--- src/rtl/detector_jogada_pkg.sv ---
// Shared game constants: FSM state codes, default debounce length and
// the one-hot test used by the play detector and the debug decoder.
package detector_jogada_pkg;

    localparam int DEBOUNCE_CICLOS_PADRAO = 5;

    typedef enum logic [2:0] {
        ESPERA    = 3'd0,
        FILTRANDO = 3'd1,
        REGISTRA  = 3'd2,
        INVALIDA  = 3'd3,
        SOLTANDO  = 3'd4
    } estado_t;

    // True when exactly one button is pressed.
    function automatic logic eh_one_hot(input logic [3:0] v);
        return (v != 4'd0) && ((v & (v - 4'd1)) == 4'd0);
    endfunction

endpackage

--- src/rtl/detector_jogada_contador_debounce.sv ---
// Saturating stability counter. clear has priority; clear together with
// enable restarts the count at 1, so the cycle that clears the count can
// also count itself as the first stable sample. fim is raised when the
// next enabled edge completes LIMITE samples.
module contador_debounce #(
    parameter int LIMITE = 5,
    parameter int CW     = $clog2(LIMITE + 1)
) (
    input  logic clock,
    input  logic reset,
    input  logic clear,
    input  logic enable,
    output logic fim
);

    logic [CW-1:0] cnt;

    // Count register: restart on clear, saturate at LIMITE.
    always_ff @(posedge clock) begin
        if (reset)
            cnt <= '0;
        else if (clear)
            cnt <= enable ? CW'(1) : '0;
        else if (enable && (cnt != CW'(LIMITE)))
            cnt <= cnt + CW'(1);
    end

    // Terminal flag: this enabled edge reaches LIMITE.
    always_comb fim = (cnt >= CW'(LIMITE - 1));

endmodule

--- src/rtl/detector_jogada.sv ---
// Button play detector: debounces the four player buttons, reports one
// valid one-hot play or one invalid pattern per press, then waits for a
// stable release before arming again.
module detector_jogada #(
    parameter int DEBOUNCE_CICLOS = detector_jogada_pkg::DEBOUNCE_CICLOS_PADRAO
) (
    input  logic       clock,
    input  logic       reset,
    input  logic       habilita,
    input  logic [3:0] botoes,
    output logic       jogada_feita,
    output logic [3:0] jogada,
    output logic       jogada_invalida,
    output logic [3:0] db_estado
);
    import detector_jogada_pkg::*;

    estado_t    estado, prox;
    logic [3:0] amostra;
    logic       cnt_clr, cnt_en, cnt_fim;
    logic       carrega_amostra, carrega_jogada;

    // One counter serves both press filtering and release filtering.
    contador_debounce #(.LIMITE(DEBOUNCE_CICLOS)) u_cnt (
        .clock  (clock),
        .reset  (reset),
        .clear  (cnt_clr),
        .enable (cnt_en),
        .fim    (cnt_fim)
    );

    // State register.
    always_ff @(posedge clock) begin
        if (reset) estado <= ESPERA;
        else       estado <= prox;
    end

    // Next state and datapath strobes.
    always_comb begin
        prox            = estado;
        cnt_clr         = 1'b0;
        cnt_en          = 1'b0;
        carrega_amostra = 1'b0;
        carrega_jogada  = 1'b0;
        case (estado)
            ESPERA: begin
                cnt_clr = 1'b1;
                if (habilita && (botoes != 4'd0)) begin
                    carrega_amostra = 1'b1;
                    cnt_en          = 1'b1;
                    prox            = FILTRANDO;
                end
            end
            FILTRANDO: begin
                if (!habilita || (botoes == 4'd0)) begin
                    cnt_clr = 1'b1;
                    prox    = ESPERA;
                end else if (botoes == amostra) begin
                    cnt_en = 1'b1;
                    if (cnt_fim) begin
                        if (eh_one_hot(amostra)) begin
                            carrega_jogada = 1'b1;
                            prox           = REGISTRA;
                        end else begin
                            prox = INVALIDA;
                        end
                    end
                end else begin
                    // Pattern changed while still pressed: restart filtering.
                    carrega_amostra = 1'b1;
                    cnt_clr         = 1'b1;
                    cnt_en          = 1'b1;
                end
            end
            REGISTRA, INVALIDA: begin
                cnt_clr = 1'b1;
                prox    = SOLTANDO;
            end
            SOLTANDO: begin
                if (botoes != 4'd0) begin
                    cnt_clr = 1'b1;
                end else if (cnt_fim) begin
                    cnt_clr = 1'b1;
                    prox    = ESPERA;
                end else begin
                    cnt_en = 1'b1;
                end
            end
            default: begin
                cnt_clr = 1'b1;
                prox    = ESPERA;
            end
        endcase
    end

    // Sample and captured-play registers.
    always_ff @(posedge clock) begin
        if (reset) begin
            amostra <= 4'd0;
            jogada  <= 4'd0;
        end else begin
            if (carrega_amostra) amostra <= botoes;
            if (carrega_jogada)  jogada  <= amostra;
        end
    end

    // Moore outputs decoded from the state register.
    always_comb begin
        jogada_feita    = (estado == REGISTRA);
        jogada_invalida = (estado == INVALIDA);
        db_estado       = {1'b0, estado};
    end

endmodule

--- config.mk ---
export PLATFORM = sky130hd
export DESIGN_NAME = detector_jogada
export DESIGN_NICKNAME = d
export VERILOG_FILES = /design/src/rtl/detector_jogada_pkg.sv /design/src/rtl/detector_jogada_contador_debounce.sv /design/src/rtl/detector_jogada.sv
export SDC_FILE = /design/constraint.sdc
export NUM_CORES = 1
export LEC_CHECK = 0
export CORE_UTILIZATION = 52
export CTS_CLUSTER_SIZE = 16
export DETAILED_ROUTE_END_ITERATION = 12
export PLACE_DENSITY = 0.82
export SETUP_SLACK_MARGIN = 0.3
export SLEW_MARGIN = 20
export SYNTH_ARGS = -nofsm -noshare
export SYNTH_HDL_FRONTEND = slang
export SYNTH_SLANG_ARGS = --single-unit
--- constraint.sdc ---
create_clock -name clock -period 2.5 [get_ports clock]
set_input_delay 0.25 -clock clock [delete_from_list [all_inputs] [get_ports clock]]
set_output_delay 0.25 -clock clock [all_outputs]
set_load 0.03 [all_outputs]
* Yosys cells after proc, flatten, opt, wreduce, memory -nomap -nowiden
Cells that the tools add are included.
Cells by class: $add $sub $neg 2, order comparisons 1, equality and inequality tests 11, muxes and demuxes 28, bitwise logic cells 1, reductions and logical operators 13
Operators by type and width (count):
- $mux 3 | 8
- $mux 1 | 16
- $pmux 3 s4 | 1
- $ne 3x3->1 const B | 3
- $logic_not 4->1 | 2
- $reduce_bool 4->1 | 2
- $eq 3x2->1 const B | 2
- $ne 2x2->1 const B | 3
- $reduce_and 5->1 | 1
- $and 4x4->4 | 1
- $eq 4x4->1 | 1
- $pmux 1 s2 | 2
- $sub 4x1->4 const B | 1
- $add 3x1->3 const B | 1
- $eq 3x1->1 const B | 1
- $eq 3x3->1 const B | 1
- $ge 3x3->1 const B | 1
- $logic_and 1x1->1 | 3
- $logic_not 3->1 | 1
- $pmux 1 s3 | 1
- $reduce_bool 2->1 | 1
- $reduce_or 2->1 | 1
- $logic_not 1->1 | 1
- $logic_or 1x1->1 | 1
Storage, ports and cells: register bits after elaboration 14, logic and storage cells 60

* Longest topological paths before layout
depth after elaboration 9, depth in mapped cells 6

* By module
From an unflattened synthesis, not the netlist that was laid out.
Second synthesis, totals: cell total of the unflattened synthesis 89, area, all modules 819.5 µm²
Modules (own cells, without submodules):
- detector_jogada | instances 1, cells each 70, area each 624.3 µm², seq. area each 220.2 µm²
- contador_debounce | instances 1, cells each 19, area each 195.2 µm², seq. area each 60.1 µm²

* Worst setup path after synthesis
No wires, ideal clock.
kind register -> register, start register estado[2], end register u_cnt.cnt[2], library setup time 0.073 ns, arrival time 1.602 ns, required time 2.427 ns, slack 0.825 ns, cell stages (with the launch flop) 5, buffers on the path 0, clock period less this slack 1.675 ns, path through dfxtp_1 or4b_1 or3_1 o31a_1 nor3_2
On the way: word-level cells in the longest chain between the ends 4, elaborated cells on any way between the ends 8
Ends and longest elaborated chain:
- start, declared | line detector_jogada.sv:18 | estado_t estado, prox;
- start signal, assigned | line detector_jogada.sv:35 | else estado <= prox;
- $eq 3x3->1, or another cell as far along | line detector_jogada.sv:45 | case (estado)
- $pmux 1 s3 | line detector_jogada.sv:45
- $logic_and 1x1->1 | line detector_jogada_contador_debounce.sv:24 | else if (enable && (cnt != CW'(LIMITE)))
- $reduce_bool 2->1 (no source line)
- end signal, assigned | line detector_jogada_contador_debounce.sv:23 | cnt <= enable ? CW'(1) : '0;
- end signal, assigned | line detector_jogada_contador_debounce.sv:25 | cnt <= cnt + CW'(1);
- end, declared | line detector_jogada_contador_debounce.sv:16 | logic [CW-1:0] cnt;
Parallel ways exist; a longest one is shown, timed or not. A chain may end at the register's enable or synchronous reset.

* Worst setup path after layout
start register estado[1], end output port jogada_feita
On the way: word-level cells in the longest chain between the ends 1
Ends and longest elaborated chain:
- $eq 3x2->1 | line detector_jogada.sv:109 | jogada_feita = (estado == REGISTRA);
- end, declared | line detector_jogada.sv:11 | output logic jogada_feita,
No other way between the ends.

==> impl_metrics.tcl <==
set metrics [dict create \
    status "complete, no violations" \
    drtIter0Drc 18 \
    gr-total-overflow 0 \
    met2_length_um 780 \
    die_x_um 41.0 \
    die_area_mm2 0.00168 \
    cp_top_family "buffers and inverters" \
    track_usage 0.241 \
    ys_seq_elements 14 \
    cp_num_buf_inv 1 \
    vias 730 \
    p_total_w 0.000471 \
    avgSynthCellArea_um2 8.31 \
    crit_path_cell_trace "nor2b_1, nor2b_1, clkdlybuf4s50_1" \
    clk_pin_slew_worst_paths_ps 90 \
    areaGrowthSynthToFinish_pct 24.6 \
    postCtsSetupRepairBufs 0 \
    async_flop_share 0 \
    cts_tree "yes" \
    htreeDepth 1 \
    fmax_mhz 505 \
    start_util 0.585 \
    startpoint_type "register" \
    synth_seq_area_share 0.355 \
    drive_gt1_frac 0.0901 \
    cts_root_buf "clkbuf_4" \
    routabilityCongestion 0.905 \
    wirelength_um 1690 \
    insertion_delay_ps 290 \
    arrival_ps 1730 \
    drtPass1Iterations 4 \
    cp-end-kind "output pin" \
    io_pins 17 \
    crit_fanout 6 \
    ant_nets 0 \
    fin_crit_ps 1980 \
    synthFlopType "dfxtp_1" \
    antennaDiodeCount 0 \
    cp_data_required_time_ps 2250 \
    synth_warnings 0 \
    hold_viol_final 0 \
    dr_wl_met3_um 88 \
    portBuffers 15 \
    postCtsHoldBufs 0 \
    grt_pass1_wl_um 2570 \
    grt_max_degree 10 \
    drv_slew 0 \
    grt_pass1_vias 600 \
    cts_inserted_buffers 3 \
    p_leak_nw 0.345 \
    hpwl_um 1220 \
    synth_area_um2 790 \
    p_per_area_mw_per_mm2 479 \
    hold_path_class "register to register" \
    ys_types 30 \
    cpPeakStageDelay_ps 670 \
    critPathSlowestCell "clkdlybuf4s50_1" \
    top_layer "met4" \
    fin_crit_sh 0.792 \
    rsz0062_at_grt "no" \
    ctsLongestPathBuffers 2 \
    critical_path_class "register to output pin" \
    drt-met1-wl_um 790 \
    drcViolationCount 0 \
    cp_common_cell "nor2b_1" \
    synth_edf_count 0 \
    fin_skew_ps 4.95 \
    synth_fp_nets 105 \
    nets 122 \
    setup_tns_ps 0 \
    wl_per_cell_um 13.4 \
    maxCapViolCount 0 \
    post_cts_resized 0 \
    setup_viol 0 \
    core_area_mm2 0.00135 \
    die_h_um 41.0 \
    viasPerCell 5.79 \
    rows 13 \
    antenna_found_initial 0 \
    cts.sinks 14 \
    vdd_drop_max_uv 378 \
    syn_inst 95 \
]
where the power goes:
| part | switching, W | internal, W | total (W) |
|---|---|---|---|
| Combinational | 0.0000364 | 0.0000277 | 0.0000641 |
| Sequential | 0.00000889 | 0.000229 | 0.000238 |
| Clock | 0.0000802 | 0.0000888 | 0.000169 |
| Total | 0.000125 | 0.000345 | 0.000471 |
through the flow:
step,worst slack (ps),utilization,hold slack [ps],instance area (um2),std cells
after global routing,404,0.728,492,983,126
after CTS,498,0.728,474,983,126
after detailed placement,467,0.702,458,947,122
after floorplan,825,-,386,790,95
after global placement,499,0.702,443,947,122
final,519,0.728,472,983,126
path summary, 6_finish.rpt:
path                            depth (start not counted)                     from  slack (ps)                endpoint
worst max register to register                          4  amostra[0]$_SDFFE_PP0P_         720  jogada[0]$_SDFFE_PP0P_
worst min register to register                          2   jogada[3]$_SDFFE_PP0P_         470  jogada[3]$_SDFFE_PP0P_
worst max-delay path                                    3   estado[1]$_SDFFE_PP0P_         520            jogada_feita
worst min-delay path                                    2   jogada[3]$_SDFFE_PP0P_         470  jogada[3]$_SDFFE_PP0P_
layer usage:
metal,track usage,vias up
met5,0,-
met4,0.125,0
met3,0.0489,5
met2,0.379,26
met1,0.307,340
li1,-,359
synth_stat cells (all sizes together) (2+ instances only):
library cell  instances  area, um2
dfxtp                14        280
nor2b                 2       12.5
mux2i                 5       50.1
nand3                 4       20.0
nor4b                 3       26.3
xnor2                 5       43.8
nor2                  5       18.8
a21oi                 7       35.0
clkbuf                3       11.3
nand2                21       78.8
ha                    3       37.5
inv                   3       11.3
nor4                  4       40.0
cell type report:
cell class,instances,area [um2]
Inverter,4,15.0
Tap cell,15,18.8
Sequential cell,14,280
Clock buffer,4,36.3
Fill cell,101,367
Multi-Input combinational cell,73,475
Timing Repair Buffer,16,158
kinds of logic (layout without fill, tap and decap cells):
group | after synthesis | in the layout | share of synthesized area
AOI/OAI and AO/OA | 12 | 12 | 0.0888
muxes | 5 | 5 | 0.0634
DFF | 14 | 14 | 0.355
other | 1 | 1 | 0.00475
buffers and inverters | 8 | 24 | 0.0428
adders and majority gates | 3 | 3 | 0.0475
and+or+nand+nor | 46 | 46 | 0.331
xor gates and xnor gates | 6 | 6 | 0.0666
registers in the layout, summed over array words and instances (netlist names):
register   cells
estado         3
amostra        4
jogada         4
u_cnt.cnt      3
tightest hold or removal path: cells and delay by family (launching register included):
kind | cells | cell delay [ps]
mux | 1 | 50
simple gates | 1 | 50
flops | 1 | 330
placed cells by master (no fill, tap or decap), types with 2 or more instances in the layout:
cell type / Yosys / final
nand2_1: 21 / 21
clkdlybuf4s50_1: 0 / 15
dfxtp_1: 14 / 14
a21oi_1: 7 / 7
nor2_1: 5 / 5
xnor2_1: 5 / 5
mux2i_1: 5 / 5
nand3_1: 4 / 4
inv_1: 3 / 3
nor4b_1: 3 / 3
nor4_1: 3 / 3
ha_1: 3 / 3
clkbuf_4: 0 / 3
nor2b_1: 2 / 2
Power figures use the tool's default switching activity.
